**src/rtl/branch_predict_bht.sv**
```systemverilog
// Decode-stage branch direction predictor: static, bimodal or gshare
// 2-bit counter table, trained non-speculatively from Execute.
module branch_predict_bht #(
    parameter int PHT_DEPTH = 256,
    parameter int GHR_WIDTH = 8,
    parameter int MODE      = 2
) (
    input  logic        clk,
    input  logic        rst,
    input  logic [31:0] pcD,
    input  logic [31:0] instrD,
    input  logic [31:0] immD,
    output logic        branchD,
    output logic        pred_takeD,
    input  logic        stallE,
    input  logic        branchE,
    input  logic [31:0] pcE,
    input  logic        actual_takeE,
    input  logic        pred_takeE,
    output logic        mispredictE,
    output logic [31:0] branch_cnt,
    output logic [31:0] miss_cnt
);

    localparam int IW = $clog2(PHT_DEPTH);

    logic [1:0]           pht_q [PHT_DEPTH];
    logic [GHR_WIDTH-1:0] ghr_q, ghr_d;
    logic [31:0]          branch_cnt_q, branch_cnt_d;
    logic [31:0]          miss_cnt_q, miss_cnt_d;

    logic [IW-1:0] hist_ext;
    logic [IW-1:0] idx_dec;
    logic [IW-1:0] idx_exe;
    logic [1:0]    ctr_dec;
    logic [1:0]    ctr_exe;
    logic [1:0]    ctr_new;
    logic          is_regimm;
    logic          is_cmp_br;
    logic          dyn_pred;
    logic          upd;
    logic          unused;

    assign unused = ^{pcD[31:IW+2], pcD[1:0], pcE[31:IW+2], pcE[1:0],
                      instrD[25:20], instrD[16:0], immD[30:0]};

    // Decode: REGIMM branches and the beq/bne/blez/bgtz opcode group
    assign is_regimm = (instrD[31:26] == 6'b000001) && (instrD[19:17] == 3'b000);
    assign is_cmp_br = (instrD[31:28] == 4'b0001);
    assign branchD   = is_regimm | is_cmp_br;

    // History only folds into the index in gshare mode
    assign hist_ext = (MODE == 2) ? IW'(ghr_q) : '0;
    assign idx_dec  = pcD[IW+1:2] ^ hist_ext;
    assign idx_exe  = pcE[IW+1:2] ^ hist_ext;

    assign ctr_dec    = pht_q[idx_dec];
    assign dyn_pred   = ctr_dec[1];
    assign pred_takeD = branchD & ((MODE == 0) ? immD[31] : dyn_pred);

    assign mispredictE = branchE & (pred_takeE ^ actual_takeE);
    assign upd         = branchE & ~stallE;

    assign ctr_exe = pht_q[idx_exe];

    always_comb begin
        ctr_new = ctr_exe;
        if (actual_takeE) begin
            if (ctr_exe != 2'b11) ctr_new = ctr_exe + 2'b01;
        end else begin
            if (ctr_exe != 2'b00) ctr_new = ctr_exe - 2'b01;
        end
    end

    always_comb begin
        ghr_d = ghr_q;
        if (upd && (MODE == 2)) ghr_d = (ghr_q << 1) | GHR_WIDTH'(actual_takeE);
    end

    // Statistics counters saturate instead of wrapping
    always_comb begin
        branch_cnt_d = branch_cnt_q;
        miss_cnt_d   = miss_cnt_q;
        if (upd && (branch_cnt_q != 32'hFFFF_FFFF))
            branch_cnt_d = branch_cnt_q + 32'd1;
        if (upd && mispredictE && (miss_cnt_q != 32'hFFFF_FFFF))
            miss_cnt_d = miss_cnt_q + 32'd1;
    end

    always_ff @(posedge clk) begin
        if (rst) begin
            for (int i = 0; i < PHT_DEPTH; i++) pht_q[i] <= 2'b01;
            ghr_q        <= '0;
            branch_cnt_q <= '0;
            miss_cnt_q   <= '0;
        end else begin
            if (upd && (MODE != 0)) pht_q[idx_exe] <= ctr_new;
            ghr_q        <= ghr_d;
            branch_cnt_q <= branch_cnt_d;
            miss_cnt_q   <= miss_cnt_d;
        end
    end

    assign branch_cnt = branch_cnt_q;
    assign miss_cnt   = miss_cnt_q;

endmodule

```
**config.mk**
```make
export PLATFORM = sky130hd
export DESIGN_NAME = branch_predict_bht
export DESIGN_NICKNAME = d
export VERILOG_FILES = /design/src/rtl/branch_predict_bht.sv
export SDC_FILE = /design/constraint.sdc
export NUM_CORES = 1
export LEC_CHECK = 0
export ABC_AREA = 1
export CAP_MARGIN = 25
export CORE_MARGIN = 2
export CORE_UTILIZATION = 45
export DETAILED_ROUTE_END_ITERATION = 16
export HOLD_SLACK_MARGIN = 0.15
export PLACE_DENSITY = 0.65
export SLEW_MARGIN = 20
export SYNTH_ARGS = -nofsm -noshare
export SYNTH_HDL_FRONTEND = slang
export SYNTH_SLANG_ARGS = --single-unit
```
**constraint.sdc**
```tcl
create_clock -name clk -period 3.48 [get_ports clk]
set_clock_uncertainty 0.05 [all_clocks]
set_input_delay 0.87 -clock clk [delete_from_list [all_inputs] [get_ports clk]]
set_output_delay 0.87 -clock clk [all_outputs]
set_load 0.01 [all_outputs]
```
==> flow_metrics.tcl <==
set metrics [dict create \
    status "complete, but fails checks" \
    violations "negative setup slack" \
    finalCriticalPeriod_ns 3.705 \
    n_antenna_cell 0 \
    drt_iter0_drc 4737 \
    finalPower_mw 21.13 \
    synth_area_leaders "edfxtp_1 47%, nand3_1 14%, nand2_1 14%" \
    avgSynthCellArea_um2 7.529 \
    critPathRequiredTime_ns 2.56 \
    wl_per_cell_um 21.67 \
    grt_pass1_wl_mm 173.3 \
    fp-row-count 99 \
    drtAntennaViolNets 0 \
    grt.total_usage_pct 30.43 \
    drv_cap 0 \
    cts_tree "built" \
    grt_antenna_before_repair 2 \
    ys_seq_area_share_pct 51.19 \
    cp_cell_sequence "clkdlybuf4s15_2 -> xnor2_4 -> buf_12 -> buf_8 -> buf_12 -> nand3_1 -> nand3_1 -> nand3_2 -> nand3_2 -> nand3_2 -> nand3_2 -> nand2_2 -> a21oi_4 -> buf_6" \
    cts.clk_slew.worst_paths_ns 0.06 \
    ys_types 33 \
    routed-via-count 33450 \
    critPathTopFamily "buffers and inverters" \
    ys_ff_latch 584 \
    cp_max_fo 8 \
    drive_gt1_share_pct 16.71 \
    grt_pass1_vias 29840 \
    crit_path_frequent_cell "nand3_2" \
    setup_viol 4 \
    mostFrequentLayoutCells "1153 x nand2_1, 832 x nand3_1, 697 x nor2_1, 512 x edfxtp_1, 403 x inv_1" \
    place.port_buffers 97 \
    syn_inst 4363 \
    p_per_area_mw_per_mm2 483.5 \
    dieHeight_um 274.2 \
    cts_root_buf "clkbuf_16" \
    irDropWorstVdd_uv 367.9 \
    drc 0 \
    clockBufferDepth 3 \
    drt_pass1_iterations 9 \
    nFillCells 6204 \
    cp_data_arrival_time_ns 2.79 \
    overflow 0 \
    gp_congestion 0.9236 \
    cts_sinks 584 \
    synth.yosys.warnings 0 \
    hpwl_mm 76.28 \
    p_leak_nw 16.42 \
    path_class "in -> out" \
    rsz0062_at_grt "true" \
    critical_path_buf_inv_count 5 \
    die_area_mm2 0.07518 \
    cp_slowest_stage_delay_ns 0.23 \
    hp-class "reg -> reg" \
    htree_levels 3 \
    tightestPinTransition_ns 0.5028 \
    max_freq_mhz 269.9 \
    period_share_pct 106.5 \
    netlist_area_mm2 0.03285 \
    synth.largest_area_cell "edfxtp_1" \
    final_common_cell "nand2_1" \
    cp-end-kind "output port" \
    hold_buffers 0 \
    io_pins 201 \
    route.final.wire_length_mm 124.9 \
    setup_ws_ns -0.2251 \
    synth_top_area_share_pct 46.80 \
    area_growth_pct 33.03 \
    syn-num-nets 4499 \
    core_mm2 0.07259 \
    numCtsBuffers 67 \
    maxSlewViolCount 0 \
    insertion_delay_ns 0.64 \
    relSlewSlack_pct 66.22 \
    final_hold_viol_count 0 \
    final_core_util_pct 60.21 \
    fin_nets 4892 \
    cp_slowest_cell "clkdlybuf4s15_2" \
    startpoint_type "primary input" \
    via_per_inst 5.803 \
    grt_max_degree 65 \
    start_util_pct 45.26 \
    die_w_um 274.2 \
]
repair_timing:
action | 4_1_cts | 5_1_grt
buffers inserted | 22 | 42
endpoints found under the setup margin | 484 | 498
gates resized for setup | 145 | 160
pin swaps | 41 | 79
gates cloned | 17 | 46
endpoints found under the hold margin | 0 | 0
cells in the mapped netlist:
cell type / instances
nand2_1: 1192
nand3_1: 928
nor2_1: 712
edfxtp_1: 512
inv_1: 413
clkbuf_1: 187
buf_2: 76
dfxtp_1: 72
a21oi_1: 49
nor3_1: 40
o21ai_0: 39
buf_4: 21
xnor2_1: 18
nand4_1: 16
buf_1: 14
o211ai_1: 14
clkinv_1: 13
xor2_1: 12
nor4_1: 8
o21ai_1: 6
nor3b_1: 3
a211oi_1: 2
a31oi_1: 2
and3_1: 2
ha_1: 2
o21a_1: 2
o21bai_1: 2
a221oi_1: 1
a31o_2: 1
inv_2: 1
nand3b_1: 1
nor4b_1: 1
o31ai_1: 1
registers in the layout, summed over array words and instances (netlist names):
name and flops:
pht_q 512, branch_cnt 32, miss_cnt 32, ghr_q 8
metal layers:
metal  up-vias  share of wire, %  global-route usage (%)
li1      15070                 -                       -
met1     15680                37                   40.23
met2      2244                44                   47.14
met3       452                13                   7.120
met4         4               5.4                   14.65
met5         -             0.019                       0
cell families (layout without fill, tap and decap cells):
family,after synthesis,in the layout,share of synthesized area [%]
and+or+nand+nor,2903,2903,37.12
xor gates and xnor gates,30,30,0.7998
AOI/OAI and AO/OA,119,119,2.003
adders and majority gates,2,2,0.07616
buffers and inverters,725,1167,8.814
DFF,584,584,51.19
worst paths after layout:
kind | startpoint | to | slack [ns] | cells after the start
setup / recovery | pcD[4] | pred_takeD | -0.23 | 14
hold / removal | branch_cnt[15] | branch_cnt[15] | 0.44 | 2
setup reg to reg | ghr_q[0] | pht_q[57][0] | -0.01 | 22
hold reg to reg | branch_cnt[15] | branch_cnt[15] | 0.44 | 2
worst register-to-register path: cells and delay by family, from the launching register on:
family          cells  cell delay (ns)
compound gates      1             0.20
simple gates       13             1.42
buf+inv             8             1.23
flops               1             0.35
power breakdown:
part / switching [mW] / total, mW / internal, mW
Combinational: 3.63 / 6.33 / 2.70
Sequential: 0.108 / 7.83 / 7.72
Clock: 3.03 / 6.97 / 3.95
Total: 6.76 / 21.1 / 14.4
cell type report:
type	instances	area (um2)	share of cell area (%)
inverter	427	1644	3.762
clock inverter	31	336.6	0.7702
sequential	584	16820	38.48
clock buffer	87	1782	4.077
timing repair buffer	622	7874	18.02
tap	959	1200	2.746
multi-input combinational	3054	14050	32.14
through the flow:
step | std cells | hold WS, ns | TNS (ns) | cell area, um2 | setup WS, ns
after floorplan | 4363 | 0.4341 | 0 | 32860 | 0.02614
after global placement | 5526 | 0.4067 | -413.25 | 38330 | -1.359
after detailed placement | 5526 | 0.4231 | -430.74 | 38330 | -1.381
after CTS | 5681 | 0.4342 | -0.1654 | 41660 | -0.1654
after global routing | 5764 | 0.4595 | -2.934 | 43700 | -0.2560
final | 5764 | 0.4359 | -0.2440 | 43700 | -0.2251
No activity file was read; power rests on OpenSTA's default activity.
